**src/rtl/arbitro_escritura_reg.sv**
```systemverilog
// -----------------------------------------------------------------------------
// arbitro_escritura_reg
//
// Register-file write-back arbiter with a pending-write scoreboard.
// Two producers (ALU and load unit) compete for the single register-file
// write port. The grant is combinational. The winning address/data pair is
// registered and presented on the write port one cycle later. A 32-bit
// scoreboard marks destinations that the issue stage has reserved. A mark is
// cleared on the edge where the register file performs the write.
//
// Parameters
//   RR_EN         1 = round-robin on conflict, 0 = ALU always wins
//
// Ports
//   clk           clock, all state on posedge
//   rst           synchronous active-high reset
//   alu_valid/addr/data, alu_ready   ALU write-back request / accept
//   mem_valid/addr/data, mem_ready   load-unit write-back request / accept
//   reserve_en/addr                  mark a destination register pending
//   rs1_addr, rs2_addr               decode-stage source registers
//   hazard                           a source register is pending (stall)
//   write_enable/addr/data           register-file write port
//   busy                             scoreboard, one bit per register
// -----------------------------------------------------------------------------
module arbitro_escritura_reg #(
    parameter bit RR_EN = 1'b1
) (
    input  logic        clk,
    input  logic        rst,
    input  logic        alu_valid,
    input  logic [4:0]  alu_addr,
    input  logic [31:0] alu_data,
    output logic        alu_ready,
    input  logic        mem_valid,
    input  logic [4:0]  mem_addr,
    input  logic [31:0] mem_data,
    output logic        mem_ready,
    input  logic        reserve_en,
    input  logic [4:0]  reserve_addr,
    input  logic [4:0]  rs1_addr,
    input  logic [4:0]  rs2_addr,
    output logic        hazard,
    output logic        write_enable,
    output logic [4:0]  write_addr,
    output logic [31:0] write_data,
    output logic [31:0] busy
);

    typedef enum logic {
        SRC_ALU = 1'b0,
        SRC_MEM = 1'b1
    } src_e;

    src_e        last_grant_q, last_grant_d;
    logic        write_enable_q, write_enable_d;
    logic [4:0]  write_addr_q, write_addr_d;
    logic [31:0] write_data_q, write_data_d;
    logic [31:0] busy_q, busy_d;

    logic        xfer_alu, xfer_mem, xfer;
    logic [4:0]  xfer_addr;
    logic [31:0] xfer_data;

    // Grant depends only on the current inputs and the last winner, so a
    // rejected requester is free to drop or change its request.
    always_comb begin
        alu_ready = 1'b0;
        mem_ready = 1'b0;
        if (alu_valid && mem_valid) begin
            if (RR_EN && (last_grant_q == SRC_ALU)) begin
                mem_ready = 1'b1;
            end else begin
                alu_ready = 1'b1;
            end
        end else begin
            alu_ready = alu_valid;
            mem_ready = mem_valid;
        end
    end

    assign xfer_alu  = alu_valid && alu_ready;
    assign xfer_mem  = mem_valid && mem_ready;
    assign xfer      = xfer_alu || xfer_mem;
    assign xfer_addr = xfer_mem ? mem_addr : alu_addr;
    assign xfer_data = xfer_mem ? mem_data : alu_data;

    always_comb begin
        last_grant_d   = last_grant_q;
        write_enable_d = 1'b0;
        write_addr_d   = write_addr_q;
        write_data_d   = write_data_q;
        busy_d         = busy_q;

        if (xfer) begin
            last_grant_d   = xfer_mem ? SRC_MEM : SRC_ALU;
            // x0 is hard-wired zero: accept the request but never write it.
            write_enable_d = (xfer_addr != 5'd0);
            write_addr_d   = xfer_addr;
            write_data_d   = xfer_data;
        end

        // Clear on the edge the register file actually writes; a new
        // reservation on the same edge is applied after and therefore wins.
        if (write_enable_q) begin
            busy_d[write_addr_q] = 1'b0;
        end
        if (reserve_en && (reserve_addr != 5'd0)) begin
            busy_d[reserve_addr] = 1'b1;
        end
        busy_d[0] = 1'b0;
    end

    always_ff @(posedge clk) begin
        if (rst) begin
            // MEM as last winner makes the ALU win the first conflict.
            last_grant_q   <= SRC_MEM;
            write_enable_q <= 1'b0;
            write_addr_q   <= 5'd0;
            write_data_q   <= 32'd0;
            busy_q         <= 32'd0;
        end else begin
            last_grant_q   <= last_grant_d;
            write_enable_q <= write_enable_d;
            write_addr_q   <= write_addr_d;
            write_data_q   <= write_data_d;
            busy_q         <= busy_d;
        end
    end

    assign write_enable = write_enable_q;
    assign write_addr   = write_addr_q;
    assign write_data   = write_data_q;
    assign busy         = busy_q;

    // Still high during the write_enable cycle: the asynchronous-read
    // register file only shows the new value after that edge.
    assign hazard = ((rs1_addr != 5'd0) && busy_q[rs1_addr]) ||
                    ((rs2_addr != 5'd0) && busy_q[rs2_addr]);

endmodule

```
**config.mk**
```make
export PLATFORM = sky130hd
export DESIGN_NAME = arbitro_escritura_reg
export DESIGN_NICKNAME = d
export VERILOG_FILES = /design/src/rtl/arbitro_escritura_reg.sv
export SDC_FILE = /design/constraint.sdc
export NUM_CORES = 1
export LEC_CHECK = 0
export CAP_MARGIN = 20
export CORE_ASPECT_RATIO = 1.25
export CORE_UTILIZATION = 44
export DETAILED_ROUTE_END_ITERATION = 8
export PLACE_DENSITY = 0.86
export SYNTH_ARGS = -nofsm -noshare
export SYNTH_HDL_FRONTEND = slang
export SYNTH_SLANG_ARGS = --single-unit
```
**constraint.sdc**
```tcl
create_clock -name clk -period 5.6 [get_ports clk]
set_input_delay 1.12 -clock clk [delete_from_list [all_inputs] [get_ports clk]]
set_output_delay 1.12 -clock clk [all_outputs]
set_load 0.03 [all_outputs]
```
==> impl_metrics.toml, run 1 <==
[outcome]
status = "complete, no violations"

[critical_path]
cp_cell_sequence = "clkdlybuf4s50_1, mux2_2, a221oi_1, nor3_1, a211o_1, clkdlybuf4s50_1"
cp_max_fo = 9
critPathRequiredTime_ns = 4.48
r2r_cells = 5
critPathSlowestCell = "clkdlybuf4s50_1"
start_kind = "input pin"
max_stage_delay_ns = 0.78
cp-end-kind = "primary output"
crit_path_frequent_cell = "clkdlybuf4s50_1"
rrSetupSlack_ns = 3.99
r2r-start = "last_grant_q$_SDFFE_PP1N_"
r2r-end = "write_data[10]$_SDFFE_PP0N_"
worstSetupPathType = "input pin to primary output"
arrival_ns = 3.63

[pwr]
intPower_mw = 1.02
power_frac_comb_pct = 20.6
p_per_area_nw_per_um2 = 253
swShare_pct = 25.7
vdd_drop_max_mv = 0.176
switchingPower_uw = 352
seqPwrFrac_pct = 39.7
p_leak_nw = 1.93
clock_power_share_pct = 39.7

[floorplanning]
initial_core_util_pct = 46.2
fp.dieW_um = 81.0
core_area_um2 = 7440
io_pins = 167
die-height_um = 101
rows = 35
die_area_um2 = 8170

[global_routing]
grt_pass1_wl_mm = 17.0
gr-total-overflow = 0
grt_pass1_vias = 3608
antenna_found_initial = 0
grt_usage_pct = 27.6
grt_max_degree = 40

[timing]
hold_slack_ns = 0.456
tightest_slew_ns = 0.924
rsz0062_at_grt = "false"
fin_crit_sh_pct = 84.9
timing.slew.headroom_pct = 38.3
skew_ns = 0.00720
setup_violations = 0
tns_ns = 0
fmax_mhz = 210
finalHoldViolCount = 0
fin_crit_ns = 4.75
finalMaxSlewViolations = 0

[detailed_routing]
routed_wl_mm = 11.0
wl_per_cell_um = 17.3
remaining_drc_errors = 0
vias_per_cell = 5.65
antenna_left = 0
first_pass_iters = 4
drt-initial-drc-count = 331
vias = 3602

[placed_design]
dpl_cell_area_um2 = 5140
dp_cells = 621
port_buffers = 165
gp_congestion = 0.911
hpwl_mm = 8.30

[min_path]
holdPathStages = 2
hold-path-endpoint = "write_data[8]$_SDFFE_PP0N_"
min_from = "write_data[8]$_SDFFE_PP0N_"
hp-class = "register to register"

[clock_tree]
cts-root-buf = "clkbuf_8"
tritoncts = "built"
insertion_delay_ns = 0.35
numCtsBuffers = 9
hold_buffers = 0
cts_resized = 0
cts_sinks = 70
cts_setup_buffers = 0
cts_buffer_depth = 2
cts.clk_slew.worst_paths_ns = 0.07
h-tree-depth = 3

[finish]
n_antenna_cell = 0
nNetsFinal = 634
area_growth_pct = 57.6
design_area_um2 = 5420
final_cells = 637
n_fill_cell = 554
layout-drive-gt1-share_pct = 7.71

[synthesis]
syn-num-nets = 479
avgSynthCellArea_um2 = 8.92
synth_area_leader_cell = "dfxtp_1"
ys_top_cells_by_count = "76 x nand2_1, 70 x dfxtp_1, 69 x o21ai_0"
synth_flop_cell = "dfxtp_1"
ys_types = 39
yosys.cell_count.top_type = "nand2_1"
synth_top_area_share_pct = 40.8
synth_enable_flop_cells = 0
syn_inst = 385
syn_area_um2 = 3440
async_flop_share_pct = 0
yosysWarnings = 0
synth_area_leaders = "dfxtp_1 41%, mux2i_1 12%, o21ai_0 10%"
seq_area_frac_synth_pct = 40.8
ys_ff_latch = 70

[job]
maxCapViolCount = 0
-- per-layer routing --
layer / wire length (µm) / track usage [%]
met1: 3950 / 29.3
met2: 5590 / 48.2
met3: 1220 / 9.68
met4: 259 / 12.8
met5: 0 / 0
-- cells in the final DEF (no fill, tap or decap), types with 3 or more instances in the layout --
| master | Yosys | routed |
|---|---|---|
| o22ai_1 | 3 | 3 |
| dfxtp_1 | 70 | 70 |
| clkbuf_8 | 0 | 10 |
| mux4_2 | 12 | 12 |
| a21oi_1 | 31 | 31 |
| buf_4 | 1 | 3 |
| nand3b_1 | 7 | 7 |
| nor3b_1 | 5 | 5 |
| or3b_2 | 4 | 4 |
| nor2_1 | 8 | 8 |
| clkdlybuf4s50_1 | 0 | 165 |
| mux2i_1 | 42 | 42 |
| bufinv_16 | 0 | 4 |
| nand2_1 | 76 | 76 |
| o21ai_0 | 69 | 69 |
-- how the worst max path moves through the flow --
stage,startpoint,end,slack (ns),cells after the start
final,rs2_addr[0],hazard,0.85,6
after detailed placement,rs2_addr[0],hazard,0.88,6
after global routing,rs2_addr[0],hazard,0.77,6
after floorplan,rs1_addr[1],hazard,2.01,5
after CTS,rs2_addr[0],hazard,0.88,6
after global placement,rs2_addr[0],hazard,0.94,6
-- final cells by class --
| type | count | area (µm²) | share of cell area [%] |
|---|---|---|---|
| Multi-Input combinational cell | 288 | 1930 | 35.7 |
| Timing Repair Buffer | 169 | 1690 | 31.2 |
| Sequential cell | 70 | 1400 | 25.9 |
| Clock buffer | 10 | 138 | 2.54 |
| Clock inverter | 6 | 133 | 2.45 |
| Tap cell | 92 | 115 | 2.13 |
| Inverter | 2 | 7.51 | 0.139 |
-- state kept, by name, indices dropped and copies added (netlist names) --
name	count
busy	31
write_data	32
write_enable	1
write_addr	5
last_grant_q	1
-- cells by family (layout without fill, tap and decap cells) --
| group | after synthesis | count (layout) | share of synthesized area (%) |
|---|---|---|---|
| flops | 70 | 70 | 40.8 |
| other cells | 1 | 1 | 0.109 |
| compound gates | 112 | 112 | 17.2 |
| buf+inv | 27 | 187 | 3.31 |
| simple gates | 118 | 118 | 16.6 |
| mux | 57 | 57 | 22.0 |
-- power by group through the flow --
stage	Combinational [mW]	Sequential, mW	Clock (mW)
floorplan	0.0908	0.597	0
global placement	0.274	0.553	0
detailed placement	0.281	0.555	0
CTS	0.282	0.544	0.549
global route	0.299	0.547	0.570
finish	0.282	0.544	0.544
-- stage by stage --
step / utilization (%) / power (mW) / setup slack (ns)
finish: 72.7 / 1.37 / 0.848
global route: 72.7 / 1.42 / 0.771
CTS: 72.7 / 1.38 / 0.877
detailed placement: 69.1 / 0.836 / 0.880
global placement: 68.9 / 0.827 / 0.943
floorplan: - / 0.687 / 2.01
-- critical path: cells and delay by family --
kind	cells	cell delay, ns
buffers and inverters	2	1.38
AOI/OAI and AO/OA	2	0.64
muxes	1	0.39
and+or+nand+nor	1	0.10
No activity file was read; power rests on OpenSTA's default activity.
==> run 2: changes to the inputs <==
CORE_UTILIZATION = 37   (was 44)
PLACE_DENSITY = 0.77   (was 0.86)
clock period = 3.95 ns   (was 5.6 ns; I/O delays follow)
==> run 2 against run 1 <==
  * Register-to-register slack worse by 1.6 ns
  * Via count is 0.33% higher
  * Non-clock buffer count increased by 5
  * Largest cell class unchanged
  * First-iteration DRC count down 37%
  * Highest routed layer unchanged
  * Die area increased by 18%
  * Combinational power grew 43%
  * Sequential power increased by 42%
==> impl_metrics.toml, run 2 (same netlist as run 1, synthesis figures left out) <==
[critical_path]
arrival_ns = 2.79
critPathRequiredTime_ns = 3.16
crit_cells = 6
critPathSlowestCell = "mux4_1"
r2r_cells = 5
max_stage_delay_ns = 0.60
crit_family = "buffers and inverters"
r2r-start = "last_grant_q$_SDFFE_PP1N_"
critPathCapture = "hazard"
cp-end-kind = "primary output"
start_kind = "input pin"
cp_max_fo = 2
worstSetupPathType = "input pin to primary output"
crit_path_start = "rs2_addr[2]"
critPathBufInv = 2
r2r-end = "write_addr[1]$_SDFFE_PP0N_"
cp_cell_sequence = "clkdlybuf4s50_1, mux4_1, nor4b_2, nor3_1, a211o_1, dlymetal6s2s_1"
rrSetupSlack_ns = 2.39

[timing]
tightest_slew_ns = 1.02
tns_ns = 0
fin_ws_ns = 0.372
finalHoldViolCount = 0
fin_crit_sh_pct = 90.6
setup_violations = 0
skew_ns = 0.0133
fmax_mhz = 280
timing.slew.headroom_pct = 32.1
finalMaxSlewViolations = 0
fin_crit_ns = 3.58
rsz0062_at_grt = "false"

[detailed_routing]
wl_per_cell_um = 16.9
drt-initial-drc-count = 207
vias = 3614
antenna_left = 0
vias_per_cell = 5.39
routed_wl_mm = 11.3
remaining_drc_errors = 0
first_pass_iters = 5

[clock_tree]
h-tree-depth = 3
cts.clk_slew.worst_paths_ns = 0.07
tritoncts = "built"
cts-root-buf = "clkbuf_8"
cts_sinks = 70
numCtsBuffers = 9
cts_setup_buffers = 0
insertion_delay_ns = 0.35
cts_resized = 0
cts_buffer_depth = 2
hold_buffers = 0

[placed_design]
post-place-ws_ns = 0.0161
dpl_cell_area_um2 = 5220
dp_cells = 654
port_buffers = 165
hpwl_mm = 8.73
gp_congestion = 0.849

[floorplanning]
fp.dieW_um = 88.2
die-height_um = 110
core_area_um2 = 8840
die_area_um2 = 9680
rows = 38
io_pins = 167
initial_core_util_pct = 38.9

[finish]
n_fill_cell = 778
n_antenna_cell = 0
area_growth_pct = 58.2
design_area_um2 = 5440
layout-drive-gt1-share_pct = 8.55
nNetsFinal = 639
final_cells = 670
largest_reg_flops = 32
final_common_cell = "clkdlybuf4s50_1"
final_cell_mix = "163 x clkdlybuf4s50_1, 76 x nand2_1, 70 x dfxtp_1"

[global_routing]
gr-total-overflow = 0
grt_pass1_wl_mm = 17.4
grt_pass1_vias = 3579
grt_max_degree = 40
grt_usage_pct = 23.8
antenna_found_initial = 0

[min_path]
hp-class = "register to register"

[pwr]
p_leak_nw = 1.94
vdd_drop_max_mv = 0.235
power.total_mw = 1.77
p_per_area_nw_per_um2 = 326

[outcome]
status = "complete, no violations"

[job]
maxCapViolCount = 0
[run 2: how the worst min path moves through the flow]
stage                                startpoint                          end  depth (start not counted)
detailed placement  write_data[31]$_SDFFE_PP0N_  write_data[31]$_SDFFE_PP0N_                          2
CTS                  write_data[5]$_SDFFE_PP0N_   write_data[5]$_SDFFE_PP0N_                          2
global placement    write_data[19]$_SDFFE_PP0N_  write_data[19]$_SDFFE_PP0N_                          2
finish              write_data[16]$_SDFFE_PP0N_  write_data[16]$_SDFFE_PP0N_                          2
floorplan             last_grant_q$_SDFFE_PP1N_    last_grant_q$_SDFFE_PP1N_                          2
global route        write_data[12]$_SDFFE_PP0N_  write_data[12]$_SDFFE_PP0N_                          2
[run 2: metrics by stage]
| stage | hold WS, ns | utilization (%) |
|---|---|---|
| 2_1_floorplan | 0.481 | - |
| 3_3_place_gp | 0.434 | 59.1 |
| 3_5_place_dp | 0.443 | 59.1 |
| 4_1_cts | 0.460 | 61.4 |
| 5_1_grt | 0.478 | 61.5 |
| 6_report | 0.456 | 61.5 |
[run 2: power by group]
part | total, mW | leakage, nW | switching, mW | internal [mW]
Clock | 0.600 | 0.0976 | 0.275 | 0.325
Combinational | 0.403 | 1.27 | 0.198 | 0.205
Sequential | 0.771 | 0.574 | 0.0295 | 0.741
[run 2: final cells by class]
type	instances	area (µm²)	share of cell area (%)
multi-input cells	288	1930	35.5
well taps	120	150	2.76
clock buffers	11	151	2.78
flip-flops and latches	70	1400	25.8
inverters	2	7.51	0.138
clock inverters	5	57.6	1.06
repair buffers	174	1740	31.9
[run 2: routing by layer]
layer,vias to the layer above,part of all wire [%],global-route usage [%]
li1,1706,-,-
met1,1659,36,24.8
met2,217,50,42.5
met3,32,12,9.38
met4,0,2.4,9.22
met5,-,0,0
[run 2: worst register-to-register path: stages (launching register included)]
cell and delay, ns:
dfxtp_1 0.32, nand2_1 0.07, and2_2 0.16, buf_4 0.51, mux2i_1 0.29, o21ai_0 0.09
==> run 3: changes to the inputs <==
CORE_UTILIZATION = 50   (was 37)
DONT_BUFFER_PORTS = 1   (was unset)
PLACE_DENSITY = 0.68   (was 0.77)
==> run 3 against run 2 <==
  * Clock power increased by 4.2%
  * Combinational power fell by 66%
  * Flip-flop and latch count did not move
  * Cell area shrank 32%
  * Clock-buffer cell count shrank 1
  * Global-route usage rose by 1.3 points
  * Critical path depth is 2 lower
  * Fmax up 25%
  * Largest cell class unchanged
==> impl_metrics.toml, run 3 (same netlist as run 1, synthesis figures left out) <==
[detailed_routing]
remaining_drc_errors = 0
vias_per_cell = 6.20
routed_wl_mm = 9.19
antenna_left = 0
first_pass_iters = 4
drt-initial-drc-count = 175
vias = 2897
wl_per_cell_um = 19.7

[floorplanning]
core_area_um2 = 6610
initial_core_util_pct = 52.0
die-height_um = 94.7
fp.dieW_um = 76.1
io_pins = 167
rows = 33
die_area_um2 = 7210

[finish]
final_cell_mix = "76 x nand2_1, 70 x dfxtp_1, 69 x o21ai_0"
area_growth_pct = 7.72
layout-drive-gt1-share_pct = 10.8
nNetsFinal = 469
largest_reg_flops = 32
n_antenna_cell = 0
final_common_cell = "nand2_1"
n_fill_cell = 627

[critical_path]
arrival_ns = 2.08
cp_max_fo = 4
max_stage_delay_ns = 0.57
worstSetupPathType = "register to primary output"
critPathRequiredTime_ns = 3.16
cp_cell_sequence = "mux4_1, nor4b_2, nor3_1, a211o_1"
critPathBufInv = 0
rrSetupSlack_ns = 2.24
critPathSlowestCell = "mux4_1"
start_kind = "register"
cp-end-kind = "primary output"
crit_family = "multiplexers"

[placed_design]
hpwl_mm = 6.90
port_buffers = 0
gp_congestion = 0.823

[timing]
fmax_mhz = 348
fin_crit_sh_pct = 72.7
finalMaxSlewViolations = 0
setup_violations = 0
timing.slew.headroom_pct = 33.0
tns_ns = 0
finalHoldViolCount = 0
fin_crit_ns = 2.87
tightest_slew_ns = 0.996
rsz0062_at_grt = "false"
skew_ns = 0.00858

[clock_tree]
tritoncts = "built"
cts_setup_buffers = 0
cts-root-buf = "clkbuf_8"
insertion_delay_ns = 0.35
h-tree-depth = 3
cts.clk_slew.worst_paths_ns = 0.07
cts_buffer_depth = 2
numCtsBuffers = 9
cts_sinks = 70
hold_buffers = 0
cts_resized = 0

[outcome]
status = "complete, no violations"

[pwr]
p_per_area_nw_per_um2 = 434
vdd_drop_max_mv = 0.327
p_leak_nw = 1.29
power.total_mw = 1.61

[global_routing]
antenna_found_initial = 0
grt_max_degree = 35
grt_pass1_wl_mm = 13.9
grt_usage_pct = 25.1
gr-total-overflow = 0
grt_pass1_vias = 2778

[min_path]
hp-class = "input pin to register"

[job]
maxCapViolCount = 0
-- run 3: cell types whose count changed in the layout (fill, tap and decap cells not counted), sizes merged --
cell and change:
bufinv +1, dlymetal6s2s -2, clkinv +2, clkbuf -1
clkinvlp -2, clkdlybuf4s50 -163, buf -5
-- run 3: cell type report --
cell class / count / area [µm²] / share of cell area (%)
well taps: 87 / 109 / 2.94
clock buffers: 10 / 128 / 3.45
clock inverters: 6 / 86.3 / 2.33
multi-input cells: 288 / 1930 / 52.2
repair buffers: 4 / 37.5 / 1.01
inverters: 2 / 7.51 / 0.203
flip-flops and latches: 70 / 1400 / 37.9
-- run 3: final timing paths --
path                        startpoint                          end  depth (start not counted)
max                busy[12]$_SDFF_PP0_                       hazard                          4
min                                rst          busy[28]$_SDFF_PP0_                          1
max reg2reg  last_grant_q$_SDFFE_PP1N_  write_data[16]$_SDFFE_PP0N_                          5
min reg2reg  last_grant_q$_SDFFE_PP1N_    last_grant_q$_SDFFE_PP1N_                          2
-- run 3: through the flow --
stage,area [µm²],instances,util (%),hold WS [ns],setup WS [ns]
3_5_place_dp,3490,451,52.8,0.518,1.09
4_1_cts,3700,467,56.0,0.490,1.06
5_1_grt,3700,467,56.0,0.497,1.00
3_3_place_gp,3470,450,52.6,0.493,1.12
6_report,3700,467,56.0,0.514,1.08
2_1_floorplan,3440,385,-,0.481,1.02
-- run 3: worst reg2reg max path, stage by stage, from the launching register on --
cell and delay, ns:
dfxtp_1 0.33, nand2_1 0.06, and2_2 0.51, buf_4 0.36
mux2i_1 0.23, o21ai_0 0.09
-- run 3: metal layers --
metal	vias up	wire length [µm]	global-route usage, %
li1	1369	-	-
met1	1355	3370	26.2
met2	153	4660	45.2
met3	20	888	8.89
met4	0	274	12.5
met5	-	0	0
-- run 3: power breakdown --
group | internal [mW] | switching, mW
sequential | 0.741 | 0.104
combinational | 0.0636 | 0.0735
clock | 0.354 | 0.271
